==> config.mk <==
export PLATFORM = sky130hd
export DESIGN_NAME = garage_input_conditioner
export DESIGN_NICKNAME = d
export VERILOG_FILES = /design/src/rtl/garage_input_conditioner.sv
export SDC_FILE = /design/constraint.sdc
export NUM_CORES = 1
export LEC_CHECK = 0
export CORE_UTILIZATION = 31
export DETAILED_ROUTE_END_ITERATION = 10
export GPL_TIMING_DRIVEN = 0
export PLACE_DENSITY = 0.57
export SYNTH_ARGS = -nofsm -noshare
export SYNTH_HDL_FRONTEND = slang
export SYNTH_SLANG_ARGS = --single-unit
==> constraint.sdc <==
create_clock -name clk_i -period 3.1 [get_ports clk_i]
set_input_delay 0.31 -clock clk_i [delete_from_list [all_inputs] [get_ports clk_i]]
set_output_delay 0.31 -clock clk_i [all_outputs]
set_load 0.03 [all_outputs]
==> src/rtl/garage_input_conditioner.sv <==
// Front end for the garage door FSM: synchronises and debounces the button, remote and limit
// switches, then turns a debounced request into a single ACTIVATE pulse followed by a lockout.
module garage_input_conditioner #(
  parameter int DEB_CYCLES     = 16,
  parameter int HOLDOFF_CYCLES = 64
) (
  input  logic clk_i,
  input  logic rst_n_i,
  input  logic btn_raw_i,
  input  logic rmt_raw_i,
  input  logic up_lim_raw_i,
  input  logic dn_lim_raw_i,
  output logic activate_o,
  output logic up_max_o,
  output logic dn_max_o,
  output logic sensor_fault_o
);

  localparam int DW = $clog2(DEB_CYCLES);
  localparam int HW = $clog2(HOLDOFF_CYCLES + 1);

  typedef enum logic [1:0] {IDLE, PULSE, HOLDOFF, WAIT_REL} state_t;

  // Channel order: 0 button, 1 remote, 2 up limit, 3 down limit.
  logic [3:0]          rawIn;
  logic [3:0]          sync1_q, sync2_q;
  logic [3:0]          stable_q, stable_d;
  logic [3:0][DW-1:0]  debCnt_q, debCnt_d;
  state_t              state_q, state_d;
  logic [HW-1:0]       holdCnt_q, holdCnt_d;
  logic                activate_q, activate_d;
  logic                fault_q, fault_d;
  logic                req, flt;

  assign rawIn = {dn_lim_raw_i, up_lim_raw_i, rmt_raw_i, btn_raw_i};

  always_ff @(posedge clk_i or negedge rst_n_i) begin
    if (!rst_n_i) begin
      sync1_q <= '0;
      sync2_q <= '0;
    end else begin
      sync1_q <= rawIn;
      sync2_q <= sync1_q;
    end
  end

  // A mismatch must persist for DEB_CYCLES consecutive edges; any reversion restarts the count.
  always_comb begin
    stable_d = stable_q;
    debCnt_d = '0;
    for (int ch = 0; ch < 4; ch++) begin
      if (sync2_q[ch] != stable_q[ch]) begin
        if (debCnt_q[ch] == DW'(DEB_CYCLES - 1)) begin
          stable_d[ch] = sync2_q[ch];
        end else begin
          debCnt_d[ch] = debCnt_q[ch] + 1'b1;
        end
      end
    end
  end

  always_ff @(posedge clk_i or negedge rst_n_i) begin
    if (!rst_n_i) begin
      stable_q <= '0;
      debCnt_q <= '0;
    end else begin
      stable_q <= stable_d;
      debCnt_q <= debCnt_d;
    end
  end

  assign req = stable_q[0] | stable_q[1];
  assign flt = stable_q[2] & stable_q[3];

  always_comb begin
    state_d   = state_q;
    holdCnt_d = holdCnt_q;
    case (state_q)
      IDLE: begin
        if (req && !flt) begin
          state_d = PULSE;
        end else if (req) begin
          state_d = WAIT_REL;
        end
      end
      PULSE: begin
        state_d   = HOLDOFF;
        holdCnt_d = HW'(HOLDOFF_CYCLES - 1);
      end
      HOLDOFF: begin
        if (holdCnt_q == '0) begin
          state_d = req ? WAIT_REL : IDLE;
        end else begin
          holdCnt_d = holdCnt_q - 1'b1;
        end
      end
      WAIT_REL: begin
        if (!req) begin
          state_d = IDLE;
        end
      end
      default: state_d = IDLE;
    endcase
    activate_d = (state_d == PULSE);
    fault_d    = flt;
  end

  always_ff @(posedge clk_i or negedge rst_n_i) begin
    if (!rst_n_i) begin
      state_q    <= IDLE;
      holdCnt_q  <= '0;
      activate_q <= 1'b0;
      fault_q    <= 1'b0;
    end else begin
      state_q    <= state_d;
      holdCnt_q  <= holdCnt_d;
      activate_q <= activate_d;
      fault_q    <= fault_d;
    end
  end

  assign activate_o     = activate_q;
  assign up_max_o       = stable_q[2];
  assign dn_max_o       = stable_q[3];
  assign sensor_fault_o = fault_q;

endmodule

==> results of run 1 <==
cell type report:
type / instances / area (um2)
fillers: 500 / 3190
flip-flops and latches: 39 / 976
multi-input cells: 90 / 636
well taps: 70 / 87.6
repair buffers: 9 / 85.1
clock buffers: 6 / 82.6
inverters: 9 / 33.8
clock inverters: 2 / 16.3
plain buffers: 1 / 3.75
layer usage:
layer | vias up | GRT usage, %
met5 | - | 0
met2 | 27 | 18.2
met3 | 6 | 5.35
li1 | 536 | -
met4 | 0 | 4.82
met1 | 556 | 16.0
through the flow:
| step | utilization [%] | cells |
|---|---|---|
| after floorplan | - | 139 |
| after global placement | 35.8 | 218 |
| after detailed placement | 35.7 | 218 |
| after CTS | 37.6 | 226 |
| after global routing | 37.6 | 226 |
| final | 37.6 | 226 |
cell usage after synthesis:
| cell | n | area (um2) |
|---|---|---|
| a22oi_1 | 1 | 7.51 |
| or4_4 | 1 | 11.3 |
| o22ai_1 | 1 | 6.26 |
| nor2_1 | 11 | 41.3 |
| nand2b_1 | 3 | 18.8 |
| dfrtp_1 | 39 | 976 |
| or3_4 | 1 | 11.3 |
| nand2_1 | 3 | 11.3 |
| nor2b_1 | 4 | 25.0 |
| xnor2_1 | 8 | 70.1 |
| nor3b_1 | 4 | 30.0 |
| nand4b_1 | 4 | 35.0 |
| a21o_1 | 2 | 15.0 |
| nor4b_2 | 1 | 15.0 |
| ha_1 | 5 | 62.6 |
| o21ai_0 | 7 | 35.0 |
| nand3_1 | 6 | 30.0 |
| mux2_2 | 4 | 45.0 |
| a21oi_1 | 8 | 40.0 |
| o211ai_2 | 1 | 12.5 |
| o211ai_1 | 1 | 7.51 |
| and2_1 | 1 | 6.26 |
| o31ai_1 | 2 | 15.0 |
| o41ai_1 | 2 | 17.5 |
| o311ai_0 | 1 | 8.76 |
| inv_1 | 9 | 33.8 |
| a211oi_1 | 4 | 30.0 |
| nor4_1 | 2 | 12.5 |
| o211a_1 | 1 | 10.0 |
| nor3_1 | 1 | 5.00 |
| clkbuf_1 | 1 | 3.75 |
logic make-up after synthesis:
family,Yosys count,synth area share [%]
fa+ha+maj,5,3.79
flops,39,59.2
simple gates,42,15.3
xor+xnor,8,4.25
mux,4,2.73
compound gates,31,12.4
buf+inv,10,2.28
report_power, final:
part / internal (mW) / switching, mW
clock network: 0.181 / 0.180
logic: 0.0370 / 0.0385
registers: 0.530 / 0.0212
total: 0.749 / 0.239
registers in the layout, summed over array words and instances (netlist names):
register / flops
holdCnt_q: 7
sensor_fault_o: 1
debCnt_q: 16
activate_o: 1
sync1_q: 4
state_q: 2
stable_q: 4
sync2_q: 4
path summary, 6_finish.rpt:
path | startpoint | end | slack (ns)
setup / recovery | holdCnt_q[0] | holdCnt_q[4] | 1.30
hold / removal | rst_n_i | holdCnt_q[5] | 0.11
setup reg to reg | holdCnt_q[0] | holdCnt_q[4] | 1.30
hold reg to reg | sync1_q[1] | sync2_q[1] | 0.35
max in group asynchronous | rst_n_i | debCnt_q[14] | 2.46
min in group clk_i | sync1_q[1] | sync2_q[1] | 0.35
placed cells by master, fill, tap and decap left out:
master and n:
a211oi_1 4, buf_2 1, or4_4 1, clkinv_4 1, nor2b_1 4, clkbuf_8 6, ha_1 5, o211ai_2 1
nor2_1 11, nor4b_2 1, o211a_1 1, nand4b_1 4, nand2b_1 3, a22oi_1 1, nor3b_1 4, nand2_1 3
o41ai_1 2, and2_1 1, mux2_2 4, clkinvlp_4 1, o21ai_0 7, a21o_1 2, xnor2_1 8, a21oi_1 8
or3_4 1, o31ai_1 2, clkdlybuf4s50_1 8, nand3_1 6, o311ai_0 1, inv_1 9, clkbuf_1 1, o211ai_1 1
nor3_1 1, dfrtp_1 39, o22ai_1 1, nor4_1 2
==> results.py, run 1 <==
metrics = {
    "die": {
        "core_region_area_um2": 5110,
        "num_rows": 26,
        "die_area_um2": 5620,
        "io_pins": 10,
        "chipHeight_um": 74.9,
        "dieWidth_um": 74.9,
        "start_util_pct": 32.3,
    },
    "worst_setup_path": {
        "cp.arrival_ns": 1.95,
        "crit_type": "register to register",
        "crit_slowest_cell": "dfrtp_1",
        "slowest_delay_ns": 0.45,
        "critPathTopFamily": "compound AO/OA/AOI/OAI gates",
        "crit_fanout": 6,
        "r2r_cells": 5,
        "cp.depth": 5,
        "path_buf_inv": 1,
        "crit_path_start_kind": "register",
        "endpoint_kind": "register",
        "critical_path.cell_chain": "inv_1 -> ha_1 -> nor4b_2 -> a21o_1 -> o311ai_0",
        "worstPathRequired_ns": 3.25,
    },
    "clocking": {
        "cts_tree": "built",
        "cts_setup_buffers": 0,
        "cts_htree_levels": 2,
        "cts_root_buf": "clkbuf_8",
        "path_clk_slew_ns": 0.07,
        "numCtsBuffers": 5,
        "cts_buffer_depth": 2,
        "cts_resized": 0,
        "cts.sink_count": 39,
        "ctsHoldBuffers": 0,
        "clk_latency_ns": 0.29,
    },
    "sta": {
        "setup_tns_ns": 0,
        "rsz0062_at_grt": "no",
        "worst_slack_ns": 1.30,
        "relSlewSlack_pct": 44.4,
        "setup_viol": 0,
        "report.final.slew_viol_count": 0,
        "final.setup_skew_ns": 0.00341,
        "clock.fmax_ghz": 0.556,
        "hold_viol": 0,
        "max_slew.worst_pin.slew_ns": 0.834,
        "min_period_ns": 1.80,
        "fin_crit_sh_pct": 58.0,
        "hold_ws_ns": 0.108,
    },
    "drt": {
        "drt_wl_total_um": 2770,
        "vias": 1125,
        "initialDrtViolationCount": 53,
        "route.met2.wl_um": 1300,
        "wl_per_cell_um": 12.3,
        "postRouteAntennaNets": 0,
        "first_pass_iters": 4,
        "vias_per_cell": 4.98,
        "drt-met1-wl_um": 1260,
        "wl_met3_um": 160,
        "top_layer": "met4",
        "route.detailed.drc": 0,
    },
    "synthesis": {
        "synthCells": 139,
        "yosysUniqueCellTypes": 31,
        "yosysSeqAreaShare_pct": 59.2,
        "yosysWarnings": 0,
        "synth_area_um2": 1650,
        "syn_avg_cell_area_um2": 11.9,
        "syn-num-nets": 150,
        "synth_seq_cells": 39,
    },
    "global_routing": {
        "grt_max_degree": 40,
        "antenna_found_initial": 0,
        "gr-total-overflow": 0,
        "grt_first_pass_wirelength_um": 5040,
        "grt_use_total_pct": 12.3,
        "grt_pass1_vias": 1103,
    },
    "power": {
        "power_leakage_nw": 0.816,
        "vdd_ir_drop_max_mv": 0.257,
        "p_per_area_nw_per_um2": 514,
        "total_power_mw": 0.988,
    },
    "final_layout": {
        "fin_nets": 166,
        "insertedDiodeCount": 0,
        "drive_gt1_share_pct": 10.9,
        "final_area_um2": 1920,
        "syn2layout_area_growth_pct": 16.5,
    },
    "placement": {
        "dpl.hpwl_um": 1970,
        "place.port_buffers": 9,
        "place.gp.congestion": 0.871,
        "place_area_um2": 1820,
        "pre_cts_slack_ns": 1.31,
    },
    "hold_path": {
        "worstHoldPathType": "input pin to asynchronous set/reset pin",
    },
    "run": {
        "max_cap_violations": 0,
    },
    "run_status": {
        "status": "completed",
    },
}
Note: power is estimated with default switching activity, not from simulation.
==> run 2: changes to the inputs <==
==> constraint.sdc (replaced) <==
create_clock -name clk_i -period 1.9 [get_ports clk_i]
set_input_delay 0.19 -clock clk_i [delete_from_list [all_inputs] [get_ports clk_i]]
set_output_delay 0.19 -clock clk_i [all_outputs]
set_load 0.03 [all_outputs]
==> run 2 against run 1 <==
The run now ends with negative hold slack left; non-clock buffer count unchanged; clock skew up 0.0022 ns; hold slack worse by 0.11 ns; clock-buffer cell count unchanged; sequential share of layout area down 0.23 points; largest cell class unchanged; combinational power up 68%; design area up 0.46%; critical path type unchanged; sequential power up 63%; register-to-register slack worse by 1.1 ns; global-route usage unchanged; utilization up 0.17 points; via count about the same.
==> results.py, run 2 (synthesis results as in run 1) <==
metrics = {
    "die": {
        "io_pins": 10,
        "core_region_area_um2": 5110,
        "num_rows": 26,
        "start_util_pct": 32.3,
        "die_area_um2": 5620,
        "chipHeight_um": 74.9,
        "dieWidth_um": 74.9,
    },
    "final_layout": {
        "syn2layout_area_growth_pct": 17.0,
        "final_cell_count_no_fill": 226,
        "largest_register_ffs": 16,
        "fin_nets": 166,
        "layout.area.seq_um2": 976,
        "drive_gt1_share_pct": 10.9,
        "insertedDiodeCount": 0,
        "final_common_cell": "dfrtp_1",
        "fin_util_pct": 37.8,
        "n_fill_cell": 499,
        "multi_input_area_um2": 644,
        "top_regs": "debCnt_q x16, holdCnt_q x7",
        "final_cell_mix": "dfrtp_1 (39), nor2_1 (11), inv_1 (9)",
        "regMostFlops": "debCnt_q",
    },
    "worst_setup_path": {
        "cp-startpoint": "holdCnt_q[0]",
        "critPathTopFamily": "flip-flops",
        "crit_type": "register to register",
        "cp.arrival_ns": 1.86,
        "r2r_cells": 5,
        "endpoint_kind": "register",
        "worstPathRequired_ns": 2.05,
        "rr_startpoint": "holdCnt_q[0]",
        "crit_path_start_kind": "register",
        "critical_path.cell_chain": "inv_1 -> ha_1 -> nor4b_4 -> a21o_1 -> o311ai_0",
        "crit_fanout": 6,
        "cp-endpoint": "holdCnt_q[4]",
        "r2r-end": "holdCnt_q[4]",
        "path_buf_inv": 1,
        "cp.depth": 5,
        "regToRegSetupSlack_ns": 0.18,
        "crit_slowest_cell": "dfrtp_1",
        "slowest_delay_ns": 0.45,
    },
    "drt": {
        "initialDrtViolationCount": 50,
        "drt_wl_total_um": 2800,
        "vias": 1124,
        "route.detailed.drc": 0,
        "postRouteAntennaNets": 0,
        "wl_per_cell_um": 12.4,
        "vias_per_cell": 4.97,
        "first_pass_iters": 4,
    },
    "global_routing": {
        "grt_max_degree": 40,
        "antenna_found_initial": 0,
        "grt_pass1_vias": 1103,
        "grt_first_pass_wirelength_um": 5040,
        "grt_use_total_pct": 12.3,
        "gr-total-overflow": 0,
    },
    "power": {
        "intPower_mw": 1.23,
        "p_seq_share_pct": 55.8,
        "power.switching_mw": 0.390,
        "p_comb_share_pct": 7.9,
        "p_per_area_nw_per_um2": 837,
        "power_leakage_nw": 0.829,
        "power.share.switching_pct": 24.1,
        "vdd_ir_drop_max_mv": 0.420,
        "p_clk_share_pct": 36.3,
    },
    "sta": {
        "report.final.slew_viol_count": 0,
        "min_period_ns": 1.72,
        "rsz0062_at_grt": "no",
        "clock.fmax_ghz": 0.583,
        "setup_tns_ns": 0,
        "max_slew.worst_pin.slew_ns": 0.836,
        "hold_viol": 5,
        "relSlewSlack_pct": 44.3,
        "hold_ws_ns": -0.00331,
        "final.setup_skew_ns": 0.00562,
        "fin_crit_sh_pct": 90.3,
        "setup_viol": 0,
    },
    "clocking": {
        "ctsHoldBuffers": 0,
        "cts_htree_levels": 2,
        "numCtsBuffers": 5,
        "cts.sink_count": 39,
        "cts_tree": "built",
        "clk_latency_ns": 0.29,
        "cts_resized": 0,
        "cts_root_buf": "clkbuf_8",
        "cts_buffer_depth": 2,
        "cts_setup_buffers": 0,
        "path_clk_slew_ns": 0.07,
    },
    "run_status": {
        "status": "finished with violations",
        "violations": "negative hold slack",
    },
    "placement": {
        "dp_cells": 218,
        "place.gp.congestion": 0.871,
        "dpl.hpwl_um": 1970,
        "place.port_buffers": 9,
    },
    "run": {
        "max_cap_violations": 0,
    },
    "hold_path": {
        "worstHoldPathType": "input pin to asynchronous set/reset pin",
    },
}
==> run 2: cell counts in the layout (fill, tap and decap cells not counted) <==
Identical to the previous run, type by type.
==> run 2: worst min path at each step <==
stage / from / end / cells past startpoint
floorplan: rst_n_i / activate_o / 0
global placement: sync1_q[0] / sync2_q[0] / 0
detailed placement: sync1_q[0] / sync2_q[0] / 0
CTS: rst_n_i / sensor_fault_o / 1
global route: rst_n_i / stable_q[1] / 1
finish: rst_n_i / holdCnt_q[5] / 1
==> run 2: power by group through the flow <==
stage | combinational (mW) | sequential (mW) | clock (mW)
4_1_cts | 0.127 | 0.899 | 0.618
2_1_floorplan | 0.0845 | 0.908 | 0
5_1_grt | 0.146 | 0.907 | 0.667
3_5_place_dp | 0.126 | 0.916 | 0
6_report | 0.127 | 0.901 | 0.587
3_3_place_gp | 0.120 | 0.913 | 0
==> run 2: layout make-up <==
class | count | area share [%]
buffer | 1 | 0.195
clock inverter | 2 | 0.843
multi-input combinational | 90 | 33.4
sequential | 39 | 50.6
inverter | 9 | 1.75
timing repair buffer | 9 | 4.41
clock buffer | 6 | 4.28
tap | 70 | 4.54
==> run 2: metrics by stage <==
stage	setup slack (ns)	area (um2)	hold slack, ns	power (mW)
4_1_cts	0.100	1920	0.0296	1.64
2_1_floorplan	0.426	1650	-0.106	0.992
5_1_grt	0.0440	1930	0.0575	1.72
3_3_place_gp	-0.251	1830	0.336	1.03
3_5_place_dp	0.111	1820	0.337	1.04
6_report	0.184	1930	-0.00331	1.61
==> run 2: per-layer routing <==
metal	routed length (um)	up-vias	global-route usage, %
li1	-	533	-
met1	1270	559	16.0
met2	1320	26	18.2
met3	155	6	5.35
met4	47	0	4.82
met5	0	-	0
